File: src/rtl/muldiv_unit.sv
// -----------------------------------------------------------------------------
// muldiv_unit
//   Multi-cycle RV32M execute unit sitting beside the single-cycle ALU.
//   Multiplies (MUL/MULH/MULHSU/MULHU) complete MUL_STAGES cycles after
//   accept. Divides (DIV/DIVU/REM/REMU) use a radix-2 restoring divider,
//   one quotient bit per cycle, plus one sign-fixup cycle. Divide-by-zero
//   and signed overflow are resolved at accept and finish in one cycle.
//   One operation in flight. The result is held until the consumer takes it.
//
// Ports
//   clk        in   1     clock, rising edge
//   reset      in   1     asynchronous, active-high reset
//   flush      in   1     synchronous squash of the in-flight op
//   in_valid   in   1     operation request
//   in_ready   out  1     unit can accept (idle)
//   op         in   3     funct3 of the M-extension instruction
//   operand_1  in   XLEN  rs1 value
//   operand_2  in   XLEN  rs2 value
//   out_valid  out  1     result available
//   out_ready  in   1     consumer takes the result
//   result     out  XLEN  result, stable while out_valid && !out_ready
//   zero       out  1     result == 0, gated by out_valid
//   busy       out  1     unit is not idle
// -----------------------------------------------------------------------------
module muldiv_unit #(
    parameter int XLEN       = 32,
    parameter int MUL_STAGES = 2
) (
    input  logic            clk,
    input  logic            reset,
    input  logic            flush,
    input  logic            in_valid,
    output logic            in_ready,
    input  logic [2:0]      op,
    input  logic [XLEN-1:0] operand_1,
    input  logic [XLEN-1:0] operand_2,
    output logic            out_valid,
    input  logic            out_ready,
    output logic [XLEN-1:0] result,
    output logic            zero,
    output logic            busy
);

    localparam int CW = $clog2(XLEN + 1);
    localparam logic [CW-1:0]   MUL_LAST   = CW'(MUL_STAGES > 1 ? MUL_STAGES - 2 : 0);
    localparam logic [CW-1:0]   DIV_LAST   = CW'(XLEN);
    localparam logic [XLEN-1:0] SIGNED_MIN = {1'b1, {(XLEN-1){1'b0}}};

    typedef enum logic [1:0] {
        S_IDLE,
        S_MUL,
        S_DIV,
        S_DONE
    } state_t;

    state_t          r_state;
    state_t          w_next;

    logic [1:0]      r_op;        // op[1:0]; op[2] is implied by the state
    logic [XLEN-1:0] r_a;
    logic [XLEN-1:0] r_b;
    logic [XLEN-1:0] r_rem;       // partial remainder
    logic [XLEN-1:0] r_quo;       // dividend shifting out, quotient shifting in
    logic [XLEN-1:0] r_dvs;       // divisor magnitude
    logic            r_neg_q;
    logic            r_neg_r;
    logic [CW-1:0]   r_cnt;
    logic [XLEN-1:0] r_result;

    // Product of the operands sign-extended as the op demands. MUL takes the
    // low half, which does not depend on the extension.
    function automatic logic [XLEN-1:0] mul_calc(input logic [1:0] f,
                                                 input logic [XLEN-1:0] a,
                                                 input logic [XLEN-1:0] b);
        logic            sa;
        logic            sb;
        logic [2*XLEN-1:0] ea;
        logic [2*XLEN-1:0] eb;
        logic [2*XLEN-1:0] p;
        sa = (f == 2'b01) || (f == 2'b10);
        sb = (f == 2'b01);
        ea = {{XLEN{sa & a[XLEN-1]}}, a};
        eb = {{XLEN{sb & b[XLEN-1]}}, b};
        p  = ea * eb;
        return (f == 2'b00) ? p[XLEN-1:0] : p[2*XLEN-1:XLEN];
    endfunction

    // ---------------- accept-time decode ----------------
    logic            w_accept;
    logic            w_is_div;
    logic            w_div_zero;
    logic            w_div_ovf;
    logic            w_special;
    logic [XLEN-1:0] w_special_res;
    logic            w_a_neg;
    logic            w_b_neg;
    logic [XLEN-1:0] w_a_mag;
    logic [XLEN-1:0] w_b_mag;

    // flush wins over a simultaneous request
    assign w_accept   = in_valid && (r_state == S_IDLE) && !flush;
    assign w_is_div   = op[2];
    assign w_div_zero = (operand_2 == '0);
    assign w_div_ovf  = !op[0] && (operand_1 == SIGNED_MIN) && (operand_2 == '1);
    assign w_special  = w_div_zero || w_div_ovf;
    // op[1] selects REM/REMU over DIV/DIVU
    assign w_special_res = w_div_zero ? (op[1] ? operand_1 : '1)
                                      : (op[1] ? '0 : operand_1);

    // op[0]==0 marks the signed divides (DIV, REM)
    assign w_a_neg = !op[0] && operand_1[XLEN-1];
    assign w_b_neg = !op[0] && operand_2[XLEN-1];
    assign w_a_mag = w_a_neg ? -operand_1 : operand_1;
    assign w_b_mag = w_b_neg ? -operand_2 : operand_2;

    // ---------------- restoring divide step ----------------
    logic [XLEN:0] w_shift;
    logic [XLEN:0] w_diff;
    logic          w_ge;

    // The shifted remainder is below 2*divisor, so one extra bit holds the sign.
    assign w_shift = {r_rem, r_quo[XLEN-1]};
    assign w_diff  = w_shift - {1'b0, r_dvs};
    assign w_ge    = !w_diff[XLEN];

    // ---------------- FSM ----------------
    always_ff @(posedge clk or posedge reset) begin
        if (reset) begin
            r_state <= S_IDLE;
        end else begin
            // NOTE: state elements use non-blocking assignment so every
            // register samples pre-edge values regardless of block order.
            r_state <= w_next;
        end
    end

    always_comb begin
        // NOTE: every output of this block is defaulted first so no path
        // leaves a value unassigned and infers a latch.
        w_next    = r_state;
        in_ready  = 1'b0;
        out_valid = 1'b0;
        busy      = 1'b1;
        case (r_state)
            S_IDLE: begin
                in_ready = 1'b1;
                busy     = 1'b0;
                if (w_accept) begin
                    if (w_is_div)
                        w_next = w_special ? S_DONE : S_DIV;
                    else
                        w_next = (MUL_STAGES == 1) ? S_DONE : S_MUL;
                end
            end
            S_MUL: if (r_cnt == MUL_LAST) w_next = S_DONE;
            S_DIV: if (r_cnt == DIV_LAST) w_next = S_DONE;
            S_DONE: begin
                out_valid = 1'b1;
                if (out_ready) w_next = S_IDLE;
            end
            default: w_next = S_IDLE;
        endcase
        if (flush) w_next = S_IDLE;
    end

    // ---------------- datapath ----------------
    always_ff @(posedge clk or posedge reset) begin
        if (reset) begin
            r_op     <= '0;
            r_a      <= '0;
            r_b      <= '0;
            r_rem    <= '0;
            r_quo    <= '0;
            r_dvs    <= '0;
            r_neg_q  <= 1'b0;
            r_neg_r  <= 1'b0;
            r_cnt    <= '0;
            r_result <= '0;
        end else begin
            case (r_state)
                S_IDLE: begin
                    if (w_accept) begin
                        r_op    <= op[1:0];
                        r_a     <= operand_1;
                        r_b     <= operand_2;
                        r_rem   <= '0;
                        r_quo   <= w_a_mag;
                        r_dvs   <= w_b_mag;
                        r_neg_q <= w_a_neg ^ w_b_neg;
                        r_neg_r <= w_a_neg;
                        r_cnt   <= '0;
                        if (w_is_div && w_special)
                            r_result <= w_special_res;
                        else if (!w_is_div && MUL_STAGES == 1)
                            r_result <= mul_calc(op[1:0], operand_1, operand_2);
                    end
                end
                S_MUL: begin
                    r_cnt <= r_cnt + 1'b1;
                    if (w_next == S_DONE)
                        r_result <= mul_calc(r_op, r_a, r_b);
                end
                S_DIV: begin
                    if (r_cnt != DIV_LAST) begin
                        r_rem <= w_ge ? w_diff[XLEN-1:0] : w_shift[XLEN-1:0];
                        r_quo <= {r_quo[XLEN-2:0], w_ge};
                        r_cnt <= r_cnt + 1'b1;
                    end else if (!flush) begin
                        // sign-fixup cycle
                        if (r_op[1])
                            r_result <= r_neg_r ? -r_rem : r_rem;
                        else
                            r_result <= r_neg_q ? -r_quo : r_quo;
                    end
                end
                default: ;
            endcase
        end
    end

    assign result = r_result;
    assign zero   = out_valid && (r_result == '0);

endmodule

File: config.mk
export PLATFORM = sky130hd
export DESIGN_NAME = muldiv_unit
export DESIGN_NICKNAME = d
export VERILOG_FILES = /design/src/rtl/muldiv_unit.sv
export SDC_FILE = /design/constraint.sdc
export NUM_CORES = 2
export LEC_CHECK = 0
export CAP_MARGIN = 15
export CORE_MARGIN = 5
export CORE_UTILIZATION = 57
export CTS_CLUSTER_DIAMETER = 60
export DETAILED_ROUTE_END_ITERATION = 8
export GPL_TIMING_DRIVEN = 0
export PLACE_DENSITY = 0.74
export RECOVER_POWER = 25
export REMOVE_ABC_BUFFERS = 1
export SYNTH_ARGS = -nofsm -noshare
export SYNTH_HDL_FRONTEND = slang
export SYNTH_SLANG_ARGS = --single-unit
export TNS_END_PERCENT = 20
File: constraint.sdc
create_clock -name clk -period 16.09 [get_ports clk]
set_input_delay 3.218 -clock clk [delete_from_list [all_inputs] [get_ports clk]]
set_output_delay 3.218 -clock clk [all_outputs]
set_load 0.005 [all_outputs]
==> impl_summary.txt <==
----------------------------------------------------
[STA]
  Count of final max-slew check failures ... 111
  F_max ... 84.9 MHz
  Share of the cycle needed by the critical path after routing ... 73.2%
  Setup Total Neg Slack ... 0 ps
  Final setup vio count ... 0
  Clk_skew ... around 14 ps
  Hold Vio Cnt, Final ... 0
  Slew margin rel. ... -243%
  Pin slew with the least headroom to its limit ... between 5000 and 6000 ps
  Shortest period the worst path allows ... 11780 ps
  Setup repair after global routing missed its margin ... false

[Outcome]
  Violated checks ... max-capacitance violations, max-slew violations
  Run status ... finished, violations left

[Placed design]
  Number of buffers added on ports ... 107
  HPWL after detailed placement ... 117000 µm
  Placer congestion estimate ... 0.943

[Yosys]
  Share of the synthesized netlist area taken by xor and xnor gates ... ~3.6%
  Post-Synth Simple-Gate Area ... 16.0%
  Fraction of the yosys area taken by sequential cells ... 9.78%
  Largest family of logic cells by synthesized area ... adder cells
  Post-synthesis adder-cell area fraction ... around half
  Area fraction in compound gates after synthesis ... 8.63%
  Predominant post-synthesis flop cell ... dfrtp_1
  Post-Synthesis Mean Instance Area ... 8.62 µm²
  Mux share of post-synthesis cell area ... 0.636%
  Post-synth EDFFs ... 0
  Total of warnings raised by yosys ... 0
  Cell Area, Synth ... 0.0520 mm²
  Count of state elements after synthesis ... 203
  Async set-or-reset flop fraction in the synthesized netlist ... 100%
  Count of different cell masters after synthesis ... 85
  Number of standard cells after synthesis ... 6025

[Finish]
  Post-layout net count ... 7328
  Area growth from synthesis to layout ... 6.55%
  FILL cells ... around 7700
  Area used by multi-input combinational logic ... 0.0409 mm²
  Fraction of layout cells with a size suffix above 1 ... around 2.9%
  Storage cell area ... just over 0.005 mm²

[Die]
  Die Wd ... 312 µm
  Number of top-level pins ... 108
  Initial Util ... between 50% and 60%
  Die ar. ... 0.0973 mm²
  Core Box Area ... 0.0903 mm²
  Site Rows ... 110
  Die height ... just over 300 µm

[Global route]
  Global-route wire length before repair ... 236000 µm
  Initial antenna violation count ... 4
  Global router's overall resource usage ... 30.1%
  Number of global-route vias before repair ... 43600
  GR Overflow Total ... 0
  Maximum number of pins on one net before global-route repair ... ~110

[CTS]
  Number of post-CTS setup repair buffers ... 0
  Clock tree from TritonCTS ... yes
  Sinks on Clock Net ... 203
  Cts hold-fix bufs ... 0
  TritonCTS Buffers ... 24
  CTS HTree Levels ... 1
  Number of gates given a new drive strength after cts ... 0
  Clock tree buffer depth ... 3
  Worst-Skew Late Latency ... 530 ps
  Clock Root Buffer ... clkbuf_16
  Worst-path clk slew ... 60 ps

[Drt]
  Vias per std cell ... 5.77
  Average wire per cell in the routed design ... 20.3 µm
  DRC violation total after the first TritonRoute iteration ... roughly 3100
  Antenna-violating nets left ... 0
  Total DRC errors in the routed layout ... 0
  Wire length after detailed routing ... between 100000 and 150000 µm
  Length of the first detailed-routing pass in iterations ... 6
  Number of vias in the routed layout ... 40800

[Min path]
  Worst hold path class ... register to register
  Startpoint of the tightest hold check path ... r_dvs[26]$_DFFE_PP0P_

[Setup path]
  Crit path kind ... register to register
  Data required time at the worst endpoint ... 16530 ps
  Standard cell with the maximum stage delay on the critical path ... and2_0
  Critical Path End Type ... register
  CP max FO ... 27
  Critical Path Start Type ... register
  Critical register-to-register path startpoint ... r_op[1]$_DFFE_PP0P_
  Arrival time of data at the critical path endpoint ... 12220 ps
  Worst Setup SP ... r_op[1]$_DFFE_PP0P_
  CP peak stage delay ... just under 1000 ps

[Flow run]
  Total of max-cap violations ... 1

----------------------------------------------------
## cells in the mapped netlist (37+ instances only)
library cell  count  share of area (%)
nand2_1        1194                8.6
xor2_1           91                1.5
nor2_1          161                1.2
o31ai_1          43               0.62
and2_1          280                3.4
o21ai_0         217                2.1
dfrtp_1         203                9.8
ha_1            257                6.2
fa_1           1126                 43
a21o_1           54               0.78
clkbuf_1        316                2.3
xnor2_1         119                2.0
inv_1          1272                9.2
a21oi_1         196                1.9
nor3_1           37               0.36
## through the flow
step           setup WS, ps  instance area (µm²)  utilization (%)  instances  hold WS, ps
6_report               4310                55400             61.3       7068          480
4_1_cts                4430                55300             61.3       7064          485
2_1_floorplan          6490                50700                -       5687          450
5_1_grt                3950                55400             61.3       7067          503
3_3_place_gp           1450                53200             58.9       6970          463
3_5_place_dp           4500                54500             60.3       7020          471
## layer usage
metal | vias up | global-route usage, % | wire length, µm
met1 | 20900 | 41.4 | 58600
met2 | 1632 | 49.3 | 67900
li1 | 17900 | - | -
met4 | 4 | 9.54 | 5390
met5 | - | 0 | 22
met3 | 365 | 5.26 | 11800
## worst paths after layout
check                                    endpoint  depth (start not counted)  slack [ps]
hold reg to reg             r_dvs[26]$_DFFE_PP0P_                          2         480
max in group asynchronous     r_b[18]$_DFFE_PP0P_                          2        8810
setup reg to reg           result[23]$_DFFE_PP0P_                         31        4310
setup / recovery           result[23]$_DFFE_PP0P_                         31        4310
min in group asynchronous    r_dvs[9]$_DFFE_PP0P_                          2        4700
hold / removal              r_dvs[26]$_DFFE_PP0P_                          2         480
## kinds of logic after synthesis
| kind of cell | count (synthesis) |
|---|---|
| mux | 33 |
| fa+ha+maj | 1388 |
| compound gates | 710 |
| xor+xnor | 211 |
| flops | 203 |
| simple gates | 1869 |
| buf+inv | 1611 |
## final cells by class
| type | count | area share, % |
|---|---|---|
| multi-input cells | 4211 | 73.8 |
| repair buffers | 160 | 4.18 |
| flip-flops and latches | 203 | 9.25 |
| inverters | 1273 | 8.63 |
| clock buffers | 33 | 1.27 |
| diodes | 1 | 0.00452 |
| clock inverters | 11 | 0.217 |
| well taps | 1176 | 2.66 |
## critical path: cells and delay by family (launching register included)
kind / cells / cell delay (ps)
multiplexers: 1 / 260
AO/OA/AOI/OAI: 5 / 1510
flip-flops: 1 / 820
buffers and inverters: 9 / 1170
adder cells (fa/ha/maj): 10 / 5310
AND/OR/NAND/NOR: 6 / 2580
## state kept, by name, indices dropped and copies added (netlist names)
signal / count
r_state: 2
r_op: 2
r_a: 32
result: 32
r_b: 32
r_rem: 32
r_neg_q: 1
r_cnt: 6
r_dvs: 31
r_neg_r: 1
r_quo: 32
## cells in the final DEF, fill, tap and decap left out, types with 36 or more instances in the layout
master	instances
ha_1	256
a21o_1	54
dfrtp_1	170
nor2_1	160
xor2_1	91
clkdlybuf4s50_1	105
nand2_1	1193
o21ai_0	217
o31ai_1	43
inv_1	1271
buf_16	37
a21oi_1	196
nor3_1	36
fa_1	1126
xnor2_1	119
and2_1	280
Power is left out: the tool's default activity adds up to more than one toggle a clock period on the data nets, which glitch-free logic cannot reach.
